==> src/rtl/lcd_pkg.sv <==
// Shared state type, 27 MHz timing defaults and bus constants for the SC1602 read engine.
package lcd_pkg;

  typedef enum logic [2:0] {
    ST_IDLE,
    ST_SETUP,
    ST_EN_HIGH,
    ST_HOLD,
    ST_GAP
  } lcd_rd_state_e;

  localparam int LCD_SETUP_CYC     = 2;
  localparam int LCD_EN_HIGH_CYC   = 13;
  localparam int LCD_HOLD_CYC      = 1;
  localparam int LCD_CYCLE_MIN_CYC = 27;
  localparam int LCD_POLL_MAX      = 255;

  localparam int   LCD_BF_BIT = 7;
  localparam logic RS_INSTR   = 1'b0;
  localparam logic RS_DATA    = 1'b1;

  function automatic int lcd_max(input int a, input int b);
    return (a > b) ? a : b;
  endfunction

endpackage

==> src/rtl/lcd_bus_reader_8.sv <==
// Read-side engine for the SC1602 8-bit LCD bus: one RW=1 bus cycle per request.
// Define LCD_BUSY_POLL_EN to add rd_poll/rd_timeout and busy-flag polling.
module lcd_bus_reader_8
  import lcd_pkg::*;
#(
  parameter int SETUP_CYC     = LCD_SETUP_CYC,
  parameter int EN_HIGH_CYC   = LCD_EN_HIGH_CYC,
  parameter int HOLD_CYC      = LCD_HOLD_CYC,
  parameter int CYCLE_MIN_CYC = LCD_CYCLE_MIN_CYC,
  parameter int POLL_MAX      = LCD_POLL_MAX
) (
  input  logic       sys_clk,
  input  logic       sys_rst_n,
  input  logic       rd_req,
  input  logic       rd_rs,
`ifdef LCD_BUSY_POLL_EN
  input  logic       rd_poll,
  output logic       rd_timeout,
`endif
  output logic       rd_ready,
  output logic       rd_valid,
  output logic [7:0] rd_data,
  output logic       lcd_en,
  output logic       lcd_rs,
  output logic       lcd_rw,
  input  logic [7:0] lcd_db_in
);

  localparam int CNT_W = $clog2(lcd_max(CYCLE_MIN_CYC, POLL_MAX) + 1);
  localparam int SE_I  = SETUP_CYC + EN_HIGH_CYC;
  localparam int SEH_I = SE_I + HOLD_CYC;

  localparam logic [CNT_W-1:0] CNT_SAT   = '1;
  localparam logic [CNT_W-1:0] CNT_ONE   = CNT_W'(1);
  localparam logic [CNT_W-1:0] SETUP_END = CNT_W'(SETUP_CYC);
  localparam logic [CNT_W-1:0] EN_END    = CNT_W'(SE_I);
  localparam logic [CNT_W-1:0] HOLD_END  = CNT_W'(SEH_I);
  localparam logic [CNT_W-1:0] CYCLE_END = CNT_W'(CYCLE_MIN_CYC);

  if (SETUP_CYC < 1 || EN_HIGH_CYC < 1 || HOLD_CYC < 1 || CYCLE_MIN_CYC < 1 || POLL_MAX < 1)
  begin : g_bad_param
    $error("lcd_bus_reader_8: every timing parameter must be >= 1");
  end
  // The phase boundaries are compared against one saturating counter, so they must fit in it.
  if (SEH_I >= (1 << CNT_W)) begin : g_bad_span
    $error("lcd_bus_reader_8: SETUP+EN_HIGH+HOLD exceeds the cycle counter range");
  end

  lcd_rd_state_e    state_q;
  logic [CNT_W-1:0] cnt_q, cnt_d;
  logic             rd_ready_q, rd_valid_q;
  logic [7:0]       rd_data_q;
  logic             lcd_en_q, lcd_rs_q, lcd_rw_q;
  logic             last_rd;
  logic             bus_done;

  assign cnt_d = (cnt_q == CNT_SAT) ? cnt_q : cnt_q + CNT_ONE;

  // A bus cycle ends once tcycE is met, counted from SETUP entry; GAP is skipped if already met.
  assign bus_done = ((state_q == ST_HOLD) && (cnt_q == HOLD_END) && (cnt_q >= CYCLE_END)) ||
                    ((state_q == ST_GAP) && (cnt_q >= CYCLE_END));

`ifdef LCD_BUSY_POLL_EN
  localparam logic [CNT_W-1:0] POLL_END = CNT_W'(POLL_MAX);

  logic             poll_q, more_q, timeout_q;
  logic [CNT_W-1:0] pcnt_q, pcnt_d;

  assign pcnt_d     = (pcnt_q == CNT_SAT) ? pcnt_q : pcnt_q + CNT_ONE;
  assign last_rd    = !poll_q || !lcd_db_in[LCD_BF_BIT] || (pcnt_q >= POLL_END);
  assign rd_timeout = timeout_q;
`else
  assign last_rd = 1'b1;
`endif

  always_ff @(posedge sys_clk or negedge sys_rst_n) begin
    if (!sys_rst_n) begin
      state_q    <= ST_IDLE;
      cnt_q      <= '0;
      rd_ready_q <= 1'b1;
      rd_valid_q <= 1'b0;
      rd_data_q  <= 8'h00;
      lcd_en_q   <= 1'b0;
      lcd_rs_q   <= 1'b0;
      lcd_rw_q   <= 1'b0;
`ifdef LCD_BUSY_POLL_EN
      poll_q     <= 1'b0;
      more_q     <= 1'b0;
      timeout_q  <= 1'b0;
      pcnt_q     <= '0;
`endif
    end else begin
      rd_valid_q <= 1'b0;
      cnt_q      <= cnt_d;
      unique case (state_q)
        ST_IDLE: begin
          if (rd_req) begin
            state_q    <= ST_SETUP;
            cnt_q      <= CNT_ONE;
            rd_ready_q <= 1'b0;
            lcd_rw_q   <= 1'b1;
            lcd_rs_q   <= rd_rs;
`ifdef LCD_BUSY_POLL_EN
            poll_q     <= rd_poll;
            pcnt_q     <= CNT_ONE;
            timeout_q  <= 1'b0;
            if (rd_poll) lcd_rs_q <= RS_INSTR;
`endif
          end
        end
        ST_SETUP: begin
          if (cnt_q == SETUP_END) begin
            state_q  <= ST_EN_HIGH;
            lcd_en_q <= 1'b1;
          end
        end
        ST_EN_HIGH: begin
          if (cnt_q == EN_END) begin
            state_q  <= ST_HOLD;
            lcd_en_q <= 1'b0;
            if (last_rd) begin
              rd_valid_q <= 1'b1;
              rd_data_q  <= lcd_db_in;
            end
`ifdef LCD_BUSY_POLL_EN
            more_q    <= !last_rd;
            timeout_q <= poll_q && last_rd && lcd_db_in[LCD_BF_BIT];
`endif
          end
        end
        ST_HOLD: begin
          if ((cnt_q == HOLD_END) && !bus_done) state_q <= ST_GAP;
        end
        ST_GAP: ;
        default: state_q <= ST_IDLE;
      endcase

      if (bus_done) begin
`ifdef LCD_BUSY_POLL_EN
        if (more_q) begin
          // Another busy-flag read: RS/RW stay asserted straight into SETUP.
          state_q <= ST_SETUP;
          cnt_q   <= CNT_ONE;
          pcnt_q  <= pcnt_d;
          more_q  <= 1'b0;
        end else begin
          state_q    <= ST_IDLE;
          rd_ready_q <= 1'b1;
          lcd_rw_q   <= 1'b0;
          lcd_rs_q   <= 1'b0;
        end
`else
        state_q    <= ST_IDLE;
        rd_ready_q <= 1'b1;
        lcd_rw_q   <= 1'b0;
        lcd_rs_q   <= 1'b0;
`endif
      end
    end
  end

  assign rd_ready = rd_ready_q;
  assign rd_valid = rd_valid_q;
  assign rd_data  = rd_data_q;
  assign lcd_en   = lcd_en_q;
  assign lcd_rs   = lcd_rs_q;
  assign lcd_rw   = lcd_rw_q;

endmodule

==> config.mk <==
export PLATFORM = sky130hd
export DESIGN_NAME = lcd_bus_reader_8
export DESIGN_NICKNAME = d
export VERILOG_FILES = /design/src/rtl/lcd_pkg.sv /design/src/rtl/lcd_bus_reader_8.sv
export SDC_FILE = /design/constraint.sdc
export NUM_CORES = 1
export LEC_CHECK = 0
export ABC_AREA = 1
export BUFFER_PORTS_ARGS = -buffer_cell sky130_fd_sc_hd__buf_4
export CELL_PAD_IN_SITES_DETAIL_PLACEMENT = 0
export CELL_PAD_IN_SITES_GLOBAL_PLACEMENT = 1
export CORE_MARGIN = 2
export CORE_UTILIZATION = 39
export CTS_CLUSTER_SIZE = 25
export DETAILED_ROUTE_END_ITERATION = 16
export PLACE_DENSITY_LB_ADDON = 0.1
export SKIP_LAST_GASP = 1
export SLEW_MARGIN = 5
export SYNTH_ARGS = -nofsm -noshare
export SYNTH_HDL_FRONTEND = slang
export SYNTH_SLANG_ARGS = --single-unit
==> constraint.sdc <==
create_clock -name sys_clk -period 1.6 [get_ports sys_clk]
set_input_delay 0.16 -clock sys_clk [delete_from_list [all_inputs] [get_ports sys_clk]]
set_output_delay 0.16 -clock sys_clk [all_outputs]
set_load 0.03 [all_outputs]
==> results_dict.tcl <==
set metrics [dict create \
    reg2reg_slack_ns 0.12 \
    ys_ff_latch 24 \
    grtUsageTotal_pct 15.1 \
    die-area_um2 3690 \
    status "finished, final reports clean" \
    postLayoutSetupSlackWorst_ns 0.116 \
    vias 1047 \
    gp_congestion 0.879 \
    num_rows 20 \
    cp_cell_sequence "ha_4 > nand3_4 > nor3_4 > nand2_4 > o21ai_0 > nor2_1" \
    cp-endpoint "cnt_q[1]$_DFF_PN0_" \
    crit_buf_inv 0 \
    finalSetupViolations 0 \
    finalCriticalPeriod_ns 1.48 \
    yosys.area.top_type_share_pct 45.9 \
    grt_pass1_vias 980 \
    regToRegStartpoint "cnt_q[1]$_DFF_PN0_" \
    synth_compound_area_share_pct 6.78 \
    initial_core_util_pct 41.1 \
    synth_area_um2 1250 \
    tightest_slew_ns 0.312 \
    routed_via_density 4.40 \
    synth_xor_xnor_area_share_pct 0.698 \
    power_mw 2.55 \
    synthSimpleGateAreaFrac_pct 34.4 \
    die_h_um 60.7 \
    hold_ws_ns 0.0252 \
    async_reset_ff_share_pct 100 \
    switching_share_pct 41.8 \
    drive_above_1_share_pct 24.2 \
    ant_nets 0 \
    core_area_um2 3050 \
    port_buffers 24 \
    synth_top_family_by_area "simple AND/OR/NAND/NOR gates" \
    seqCellArea_um2 604 \
    wl_um 2540 \
    nFillCells 312 \
    fin_skew_ns 0.00102 \
    wl_per_cell_um 10.7 \
    seqPwrFrac_pct 38.5 \
    crit_path_max_fanout 7 \
    cts_buffers 3 \
    syn_nets 177 \
    worstHoldStart "lcd_db_in[2]" \
    reg2reg_depth 6 \
    dieWidth_um 60.7 \
    cts_tree "done" \
    relSlewSlack_pct 79.2 \
    hpwl_um 1850 \
    final_max_slew_viol_count 0 \
    seq_area_frac_synth_pct 48.0 \
    synth_ff_type "dfrtp_1" \
    netlist-cell-type-count 23 \
    switchingPower_mw 1.07 \
    critical_path.startpoint "cnt_q[1]$_DFF_PN0_" \
    grt_pass1_wl_um 4260 \
    synth_area_leaders "dfrtp_1, nand2_1, inv_1" \
    dp_cells 231 \
    min_path_type "primary input to flop" \
    htreeDepth 1 \
    area_delta_synth_final_pct 27.5 \
    num_antenna_cells 0 \
    multi_input_area_um2 586 \
    start_kind "flop" \
    synth_top_cell_by_area "dfrtp_1" \
    grt_max_degree 25 \
    cp_num_cells 6 \
    drt_pass1_iterations 4 \
    clk_pin_slew_ns 0.14 \
    dpl_worst_slack_ns 0.0185 \
    finalCritPeriodShare_pct 92.8 \
    synthAdderAreaFrac_pct 2.99 \
    clock_latency_ns 0.31 \
    cp_top_family "simple AND/OR/NAND/NOR gates" \
    yosysWarnings 0 \
    synth_edf_count 0 \
    cts_buffer_depth 2 \
    p_int_mw 1.49 \
    cts-root-buf "clkbuf_4" \
    cts.sinks 24 \
    ir_drop_uv 686 \
    worstPathRequired_ns 1.82 \
    r2r_end "cnt_q[1]$_DFF_PN0_" \
    criticalPathCategory "flop to flop" \
    crit_path_top_delay_cell "dfrtp_2" \
    io_pins 25 \
    power_density_nw_per_um2 1600 \
    nets 210 \
    synthCells 162 \
    clkPwrFrac_pct 17.4 \
    max_stage_delay_ns 0.45 \
    timing.critical_path.to_type "flop" \
    synthMuxAreaShare_pct 0 \
    hold_viol_final 0 \
    timing.fmax_ghz 0.674 \
    fin_area_um2 1600 \
    fin_cells 238 \
    placed_cell_area_um2 1500 \
    totalNegativeSetupSlack_ns 0 \
    pwr-share-comb_pct 44.1 \
    final_core_util_pct 52.4 \
    maxCapViolCount 0 \
    drc_errors 0 \
    drtIter0Drc 55 \
    arrival_ns 1.71 \
    leakage_nw 0.864 \
    overflow 0 \
    avgSynthCellArea_um2 7.75 \
    antenna_found_initial 0 \
]
worst register-to-register path, cell delays in order, from the launching register on:
cell	delay [ns]
dfrtp_2	0.45
ha_4	0.18
nand3_4	0.11
nor3_4	0.30
nand2_4	0.11
o21ai_0	0.19
nor2_1	0.06
worst min-delay path by stage:
stage                                         to  slack (ns)  cells after the start
after CTS                 rd_data[2]$_DFFE_PN0P_        0.02                      3
after detailed placement      lcd_rs$_DFFE_PN0P_        0.08                      1
final                     rd_data[2]$_DFFE_PN0P_        0.03                      3
after global placement        lcd_rs$_DFFE_PN0P_        0.08                      1
after floorplan               cnt_q[0]$_DFF_PN0_       -0.14                      0
after global routing      rd_data[3]$_DFFE_PN0P_        0.01                      3
sequential cells by signal, indices dropped and copies added, names as in the netlist:
signal and flops:
lcd_rs 1, rd_ready 1, lcd_rw 1, lcd_en 1, state_q 3, cnt_q 8
rd_valid 1, rd_data 8
final cells by class:
class,count,share of cell area (%)
clock buffer,3,1.41
sequential,24,37.8
multi-input combinational,114,36.6
clock inverter,1,1.88
tap,44,3.44
inverter,24,5.63
timing repair buffer,28,13.3
synth_stat cells, types with 2 or more instances:
| cell | instances |
|---|---|
| a21oi_1 | 6 |
| dfrtp_1 | 23 |
| ha_1 | 3 |
| inv_1 | 23 |
| nand2_1 | 58 |
| nand2_4 | 2 |
| nand3_1 | 6 |
| nand4_1 | 3 |
| nor2_1 | 20 |
| nor3_1 | 2 |
| o21ai_0 | 4 |
cell families (layout without fill, tap and decap cells):
family                   count (synthesis)  count (layout)
AND/OR/NAND/NOR                         95              95
adder cells (fa/ha/maj)                  3               3
flip-flops                              24              24
buffers and inverters                   24              56
XOR/XNOR                                 1               1
AO/OA/AOI/OAI                           15              15
per-layer routing:
metal	vias to the layer above	GRT usage [%]	routed length (µm)
met2	15	23.3	1150
met4	0	3.73	12
li1	565	-	-
met5	-	0	0
met3	2	2.77	84
met1	465	22.1	1290
power by group through the flow:
| stage | logic (mW) | clock network (mW) | registers, mW |
|---|---|---|---|
| 2_1_floorplan | 0.580 | 0 | 1.12 |
| 3_3_place_gp | 1.05 | 0 | 0.975 |
| 3_5_place_dp | 1.06 | 0 | 0.975 |
| 4_1_cts | 1.07 | 0.457 | 0.965 |
| 5_1_grt | 1.26 | 0.484 | 1.01 |
| 6_report | 1.12 | 0.445 | 0.983 |
what timing repair did:
| item | CTS | global route |
|---|---|---|
| endpoints found under the hold margin | 24 | 0 |
| cloned | 0 | 0 |
| setup buffers | 0 | 2 |
| hold buffers | 1 | 0 |
| pin swaps | 0 | 2 |
| endpoints found under the setup margin | 2 | 17 |
| resized for setup | 1 | 7 |
cells in the final DEF (no fill, tap or decap), drive strengths merged:
| master | n |
|---|---|
| nand2 | 60 |
| buf | 27 |
| inv | 24 |
| dfrtp | 23 |
| nor2 | 21 |
| a21oi | 7 |
| nand3 | 7 |
| o21ai | 5 |
| nand4 | 4 |
| clkbuf | 3 |
| ha | 3 |
| nor3 | 3 |
| xor2 | 1 |
| a31oi | 1 |
| a21boi | 1 |
| o31ai | 1 |
| bufinv | 1 |
| dlygate4sd3 | 1 |
| dfstp | 1 |
(Power assumes the default switching activity.)
